### src/rtl/alu_pkg.sv
// Shared ALU definitions: operation codes used by the ALU controller and the
// multiply/divide sequencer, plus the sequencer state encoding.
package alu_pkg;

    localparam int unsigned ALU_OP_W = 4;

    localparam logic [ALU_OP_W-1:0] ALU_NOP  = 4'd0;
    localparam logic [ALU_OP_W-1:0] ALU_SLL  = 4'd1;
    localparam logic [ALU_OP_W-1:0] ALU_SRL  = 4'd2;
    localparam logic [ALU_OP_W-1:0] ALU_SRA  = 4'd3;
    localparam logic [ALU_OP_W-1:0] ALU_AND  = 4'd4;
    localparam logic [ALU_OP_W-1:0] ALU_OR   = 4'd5;
    localparam logic [ALU_OP_W-1:0] ALU_XOR  = 4'd6;
    localparam logic [ALU_OP_W-1:0] ALU_NOR  = 4'd7;
    localparam logic [ALU_OP_W-1:0] ALU_ADD  = 4'd8;
    localparam logic [ALU_OP_W-1:0] ALU_SUB  = 4'd9;
    localparam logic [ALU_OP_W-1:0] ALU_SLT  = 4'd10;
    localparam logic [ALU_OP_W-1:0] ALU_SLTU = 4'd11;
    localparam logic [ALU_OP_W-1:0] ALU_MULT = 4'd12;
    localparam logic [ALU_OP_W-1:0] ALU_DIV  = 4'd13;

    typedef enum logic [1:0] {
        MD_IDLE  = 2'd0,
        MD_CALC  = 2'd1,
        MD_FIXUP = 2'd2,
        MD_DONE  = 2'd3
    } md_state_t;

    // True for the operation codes the multiply/divide sequencer acts upon.
    function automatic logic is_muldiv(input logic [ALU_OP_W-1:0] op);
        return (op == ALU_MULT) || (op == ALU_DIV);
    endfunction

endpackage

### src/rtl/muldiv_step_unit.sv
// Iterative unsigned radix-2 datapath for the multiply/divide sequencer.
// Ports:
//   clk, rst_b   clock, synchronous active-low reset
//   load         capture mag_a into the low half of acc and mag_b as the operand
//   step         perform one radix-2 step (shift-add or restoring shift-subtract)
//   is_div       selects divide stepping (1) or multiply stepping (0)
//   mag_a, mag_b operand magnitudes (multiplier/dividend, multiplicand/divisor)
//   acc          {upper, lower}: product, or {remainder, quotient} after XLEN steps
module muldiv_step_unit #(
    parameter int unsigned XLEN = 32
) (
    input  logic              clk,
    input  logic              rst_b,
    input  logic              load,
    input  logic              step,
    input  logic              is_div,
    input  logic [XLEN-1:0]   mag_a,
    input  logic [XLEN-1:0]   mag_b,
    output logic [2*XLEN-1:0] acc
);

    logic [XLEN-1:0]   opnd;
    logic [XLEN:0]     mul_sum;
    logic [XLEN:0]     rem_sh;
    logic [XLEN-1:0]   diff;
    logic              rem_ge;
    logic [2*XLEN-1:0] acc_nxt;

    // One radix-2 step. The remainder stays below the divisor, so the
    // subtraction result always fits in XLEN bits when it is kept.
    always_comb begin
        mul_sum = {1'b0, acc[2*XLEN-1:XLEN]} + (acc[0] ? {1'b0, opnd} : {(XLEN+1){1'b0}});
        rem_sh  = acc[2*XLEN-1:XLEN-1];
        rem_ge  = (rem_sh >= {1'b0, opnd});
        diff    = rem_sh[XLEN-1:0] - opnd;
        acc_nxt = {mul_sum, acc[XLEN-1:1]};
        if (is_div) begin
            if (rem_ge) begin
                acc_nxt = {diff, acc[XLEN-2:0], 1'b1};
            end else begin
                acc_nxt = {rem_sh[XLEN-1:0], acc[XLEN-2:0], 1'b0};
            end
        end
    end

    // Accumulator and held operand.
    always_ff @(posedge clk) begin
        if (!rst_b) begin
            acc  <= '0;
            opnd <= '0;
        end else if (load) begin
            acc  <= {{XLEN{1'b0}}, mag_a};
            opnd <= mag_b;
        end else if (step) begin
            acc  <= acc_nxt;
        end
    end

endmodule

### src/rtl/muldiv_sequencer.sv
// Multi-cycle signed MULT/DIV sequencer owning the architectural HI/LO pair.
// Ports:
//   clk, rst_b          clock, synchronous active-low reset
//   start, alu_operation request; only MULT and DIV are accepted, in IDLE
//   operand_a, operand_b rs (multiplicand/dividend), rt (multiplier/divisor)
//   flush               abandon an operation in CALC or FIXUP
//   hi_we, lo_we, wdata MTHI/MTLO writes, honoured in IDLE only
//   busy                stall request, high whenever not IDLE
//   done                one-cycle result-valid pulse
//   div_zero            last DIV had a zero divisor
//   hi, lo              architectural HI/LO registers
module muldiv_sequencer
    import alu_pkg::*;
#(
    parameter int unsigned XLEN = 32
) (
    input  logic            clk,
    input  logic            rst_b,
    input  logic            start,
    input  logic [3:0]      alu_operation,
    input  logic [XLEN-1:0] operand_a,
    input  logic [XLEN-1:0] operand_b,
    input  logic            flush,
    input  logic            hi_we,
    input  logic            lo_we,
    input  logic [XLEN-1:0] wdata,
    output logic            busy,
    output logic            done,
    output logic            div_zero,
    output logic [XLEN-1:0] hi,
    output logic [XLEN-1:0] lo
);

    localparam int unsigned CNT_W = $clog2(XLEN);
    localparam logic [CNT_W-1:0] CNT_LAST = CNT_W'(XLEN - 1);

    md_state_t         state;
    logic [CNT_W-1:0]  cnt;
    logic              op_div;
    logic              sign_a;
    logic              sign_b;

    logic              accept_c;
    logic              div_req_c;
    logic              div_zero_req_c;
    logic              load_c;
    logic              step_c;
    logic [XLEN-1:0]   mag_a_c;
    logic [XLEN-1:0]   mag_b_c;
    logic [2*XLEN-1:0] acc;
    logic [2*XLEN-1:0] prod_c;
    logic [XLEN-1:0]   res_hi_c;
    logic [XLEN-1:0]   res_lo_c;

    // Request decode and operand magnitudes (-2^(XLEN-1) maps to 2^(XLEN-1) unsigned).
    always_comb begin
        accept_c       = (state == MD_IDLE) && start && is_muldiv(alu_operation);
        div_req_c      = (alu_operation == ALU_DIV);
        div_zero_req_c = div_req_c && (operand_b == '0);
        load_c         = accept_c && !div_zero_req_c;
        step_c         = (state == MD_CALC) && !flush;
        mag_a_c        = operand_a[XLEN-1] ? -operand_a : operand_a;
        mag_b_c        = operand_b[XLEN-1] ? -operand_b : operand_b;
    end

    muldiv_step_unit #(
        .XLEN   (XLEN)
    ) u_step (
        .clk    (clk),
        .rst_b  (rst_b),
        .load   (load_c),
        .step   (step_c),
        .is_div (op_div),
        .mag_a  (mag_a_c),
        .mag_b  (mag_b_c),
        .acc    (acc)
    );

    // Sign fixup: product negated on differing signs; quotient truncates toward
    // zero, remainder follows the dividend. -2^31/-1 wraps naturally to 2^31.
    always_comb begin
        prod_c   = (sign_a ^ sign_b) ? -acc : acc;
        res_hi_c = prod_c[2*XLEN-1:XLEN];
        res_lo_c = prod_c[XLEN-1:0];
        if (op_div) begin
            res_lo_c = (sign_a ^ sign_b) ? -acc[XLEN-1:0] : acc[XLEN-1:0];
            res_hi_c = sign_a ? -acc[2*XLEN-1:XLEN] : acc[2*XLEN-1:XLEN];
        end
    end

    // Sequencer FSM, iteration counter and HI/LO registers.
    always_ff @(posedge clk) begin
        if (!rst_b) begin
            state    <= MD_IDLE;
            busy     <= 1'b0;
            done     <= 1'b0;
            div_zero <= 1'b0;
            hi       <= '0;
            lo       <= '0;
            cnt      <= '0;
            op_div   <= 1'b0;
            sign_a   <= 1'b0;
            sign_b   <= 1'b0;
        end else begin
            done <= 1'b0;
            case (state)
                MD_IDLE: begin
                    // MTHI/MTLO first so a same-edge result takes precedence.
                    if (hi_we) hi <= wdata;
                    if (lo_we) lo <= wdata;
                    if (accept_c) begin
                        op_div <= div_req_c;
                        sign_a <= operand_a[XLEN-1];
                        sign_b <= operand_b[XLEN-1];
                        cnt    <= '0;
                        busy   <= 1'b1;
                        if (div_zero_req_c) begin
                            state    <= MD_DONE;
                            done     <= 1'b1;
                            div_zero <= 1'b1;
                            hi       <= operand_a;
                            lo       <= '1;
                        end else begin
                            state    <= MD_CALC;
                            div_zero <= 1'b0;
                        end
                    end
                end
                MD_CALC: begin
                    if (flush) begin
                        state <= MD_IDLE;
                        busy  <= 1'b0;
                    end else begin
                        cnt <= cnt + CNT_W'(1);
                        if (cnt == CNT_LAST) state <= MD_FIXUP;
                    end
                end
                MD_FIXUP: begin
                    if (flush) begin
                        state <= MD_IDLE;
                        busy  <= 1'b0;
                    end else begin
                        hi    <= res_hi_c;
                        lo    <= res_lo_c;
                        done  <= 1'b1;
                        state <= MD_DONE;
                    end
                end
                MD_DONE: begin
                    state <= MD_IDLE;
                    busy  <= 1'b0;
                end
                default: begin
                    state <= MD_IDLE;
                    busy  <= 1'b0;
                end
            endcase
        end
    end

endmodule

### config.mk
export PLATFORM = sky130hd
export DESIGN_NAME = muldiv_sequencer
export DESIGN_NICKNAME = d
export VERILOG_FILES = /design/src/rtl/alu_pkg.sv /design/src/rtl/muldiv_step_unit.sv /design/src/rtl/muldiv_sequencer.sv
export SDC_FILE = /design/constraint.sdc
export NUM_CORES = 1
export LEC_CHECK = 0
export CAP_MARGIN = 40
export CORE_UTILIZATION = 35
export DETAILED_ROUTE_END_ITERATION = 10
export SYNTH_ARGS = -nofsm -noshare
export SYNTH_HDL_FRONTEND = slang
export SYNTH_SLANG_ARGS = --single-unit
### constraint.sdc
create_clock -name clk -period 4.8 [get_ports clk]
set_input_delay 0.96 -clock clk [delete_from_list [all_inputs] [get_ports clk]]
set_output_delay 0.96 -clock clk [all_outputs]
set_load 0.02 [all_outputs]
==> metrics.cfg <==
[placed_design]
hpwl_um = 48500
place_area_sq_um = 17800
port_buffers = 172
place_congestion = 0.981
place_inst = 2746

[sta]
rsz0062_at_grt = false
period_minus_slack_ps = 4360
tns_ps = 0
max_freq_ghz = 0.230
fin_crit_sh_pct = 90.8
slew-limit-headroom_pct = 36.4
maxSlewViolCount = 0
clock_skew_ps = 17.2
hold_violations = 0
setup_viol = 0
worst_pin_slew_ps = 946

[yosys]
syn_nets = 2275
syn_inst = 2094
ys_async_sr_fraction_pct = 0
synth.cell_area_sq_um = 15500
synth_area_leaders = dfxtp_1 (22%), a21oi_1 (6.1%), ha_1 (5.9%)
ys.flop_type = dfxtp_1
synth_edf_count = 0
ys_top_cells_by_count = nand2_1 (232), a21oi_1 (190), dfxtp_1 (173), nor2_1 (168), o21ai_0 (156)
yosysTopAreaCell = dfxtp_1
yosysMostFrequentCell = nand2_1
ys_seq_area_share_pct = 22.4
yosysTopAreaCellShare_pct = 22.4
synth-warning-count = 0
synth_cell_types = 88
ys_seq_elements = 173
synth.avg_cell_area_sq_um = 7.39

[critical_path]
r2r_end = u_step.acc[61]
endpoint_kind = flip-flop
crit_required_ps = 5140
crit_type = primary input to flip-flop
cp_max_fo = 45
arrival_ps = 4700
r2r_cells = 13
reg2reg_slack_ps = 640
r2r-start = u_step.acc[0]
crit_path_start_kind = primary input

[power]
leakage_nw = 7.65
ir_drop_v = 0.000402
power_density_nw_per_um2 = 430

[grt]
grt_pass1_wl_um = 93300
grt-ovfl-total = 0
antenna_found_initial = 0
grt_pass1_vias = 15200
grt_use_total_pct = 27.2
grt_max_degree = 79

[run_status]
outcome = finished clean

[drt]
wl_per_cell_um = 22.4
drc = 0
drt_wl_total_um = 62300
drt-pass1-iter-count = 6
first_iter_violations = 1584
vias_per_cell = 5.93
num_vias = 16500
ant_nets = 0

[cts]
h-tree-depth = 4
cts_tree = done
cts_resized = 0
insertion_delay_ps = 470
cts-root-buf = clkbuf_16
postCtsHoldBufs = 0
cts_made_buffers = 17
post_cts.repair.setup_buffers = 0
clock-sinks = 173
cts_buffer_depth = 2
clk_pin_slew_ps = 80

[finish]
stdcell_count = 2777
fillers = 4516
nets = 2361
fin_area_sq_um = 18300
drive_gt1_share_pct = 6.07
syn_to_final_growth_pct = 18.3

[die]
die_h_um = 212
rows = 76
initial_utilization_pct = 35.7
io_pins = 173
fp.dieArea_sq_um = 45000
die_w_um = 212
coreArea_sq_um = 43400

[worst_hold_path]
hold_start = hi[5]
holdPathEnd = hi[5]
hp-class = flip-flop to flip-flop
holdPathStages = 2

[flow_run]
cap_violations = 0

## worst max-delay path by stage
stage                          end  cells after the start           from  slack [ps]
finish                      hi[11]                     11   operand_b[8]         440
global route        u_step.acc[60]                     13  u_step.acc[0]         310
CTS                          hi[8]                     12   operand_b[8]         580
detailed placement           hi[8]                     12   operand_b[2]         110
global placement             hi[8]                     12   operand_b[8]         200
floorplan           u_step.acc[28]                      9  operand_a[10]        1410
## final cells by class
class | instances | area (sq um) | area share [%]
antenna | 1 | 2.50 | 0.0137
multi-input combinational | 1697 | 11200 | 61.1
sequential | 173 | 3470 | 19.0
tap | 585 | 732 | 4.00
inverter | 73 | 274 | 1.50
timing repair buffer | 218 | 2100 | 11.5
clock buffer | 19 | 433 | 2.37
clock inverter | 11 | 105 | 0.575
## power by group
| part | internal (mW) | switching (mW) |
|---|---|---|
| clock network | 0.676 | 0.702 |
| registers | 1.69 | 0.306 |
| logic | 1.76 | 2.74 |
| total | 4.13 | 3.75 |
## per-stage QoR
stage | util (%) | setup slack [ps] | hold slack [ps] | power [mW]
after floorplan | - | 1410 | 456 | 4.81
final | 42.2 | 443 | 492 | 7.88
after CTS | 42.2 | 583 | 486 | 7.82
after detailed placement | 40.9 | 107 | 475 | 6.44
after global routing | 42.2 | 315 | 497 | 8.30
after global placement | 40.8 | 201 | 471 | 6.40
## routing by layer
layer  share of wire [%]  global-route usage, %
met5                   0                      0
met3                 7.1                   4.33
met1                  43                   34.7
met4                 5.5                   14.6
met2                  45                   43.7
## registers in the layout, indices dropped and copies added (netlist names), 2 cells and up
| register | cells |
|---|---|
| lo | 32 |
| u_step.opnd | 32 |
| u_step.acc | 64 |
| state | 2 |
| cnt | 5 |
| hi | 32 |
## worst max-delay path: stages
cell and delay (ps):
clkdlybuf4s50_1 500, or4_4 590, nor4_2 470, nand4_1 160, buf_4 210, or2_2 340
buf_4 310, o21ai_0 770, nor4b_1 100, a31oi_1 180, o21ai_0 90
## cell usage in the layout (no fill, tap or decap), types with 31 or more instances in the layout
cell | Yosys | routed
nand2_1 | 232 | 232
a21oi_1 | 190 | 190
dfxtp_1 | 173 | 172
clkdlybuf4s50_1 | 0 | 170
nor2_1 | 168 | 168
o21ai_0 | 156 | 155
xor2_1 | 85 | 85
mux2i_1 | 82 | 82
inv_1 | 73 | 73
xnor2_1 | 74 | 73
ha_1 | 73 | 72
o211a_1 | 55 | 55
nand3_1 | 45 | 45
o21ai_1 | 44 | 44
buf_4 | 3 | 43
nor3_1 | 39 | 39
a211oi_1 | 36 | 36
nor2b_1 | 32 | 31
## cell families after synthesis
group	synth area share (%)
compound gates	29.9
mux	5.89
xor+xnor	9.00
flops	22.4
simple gates	21.0
fa+ha+maj	6.16
buf+inv	5.59
(Power assumes the default switching activity.)
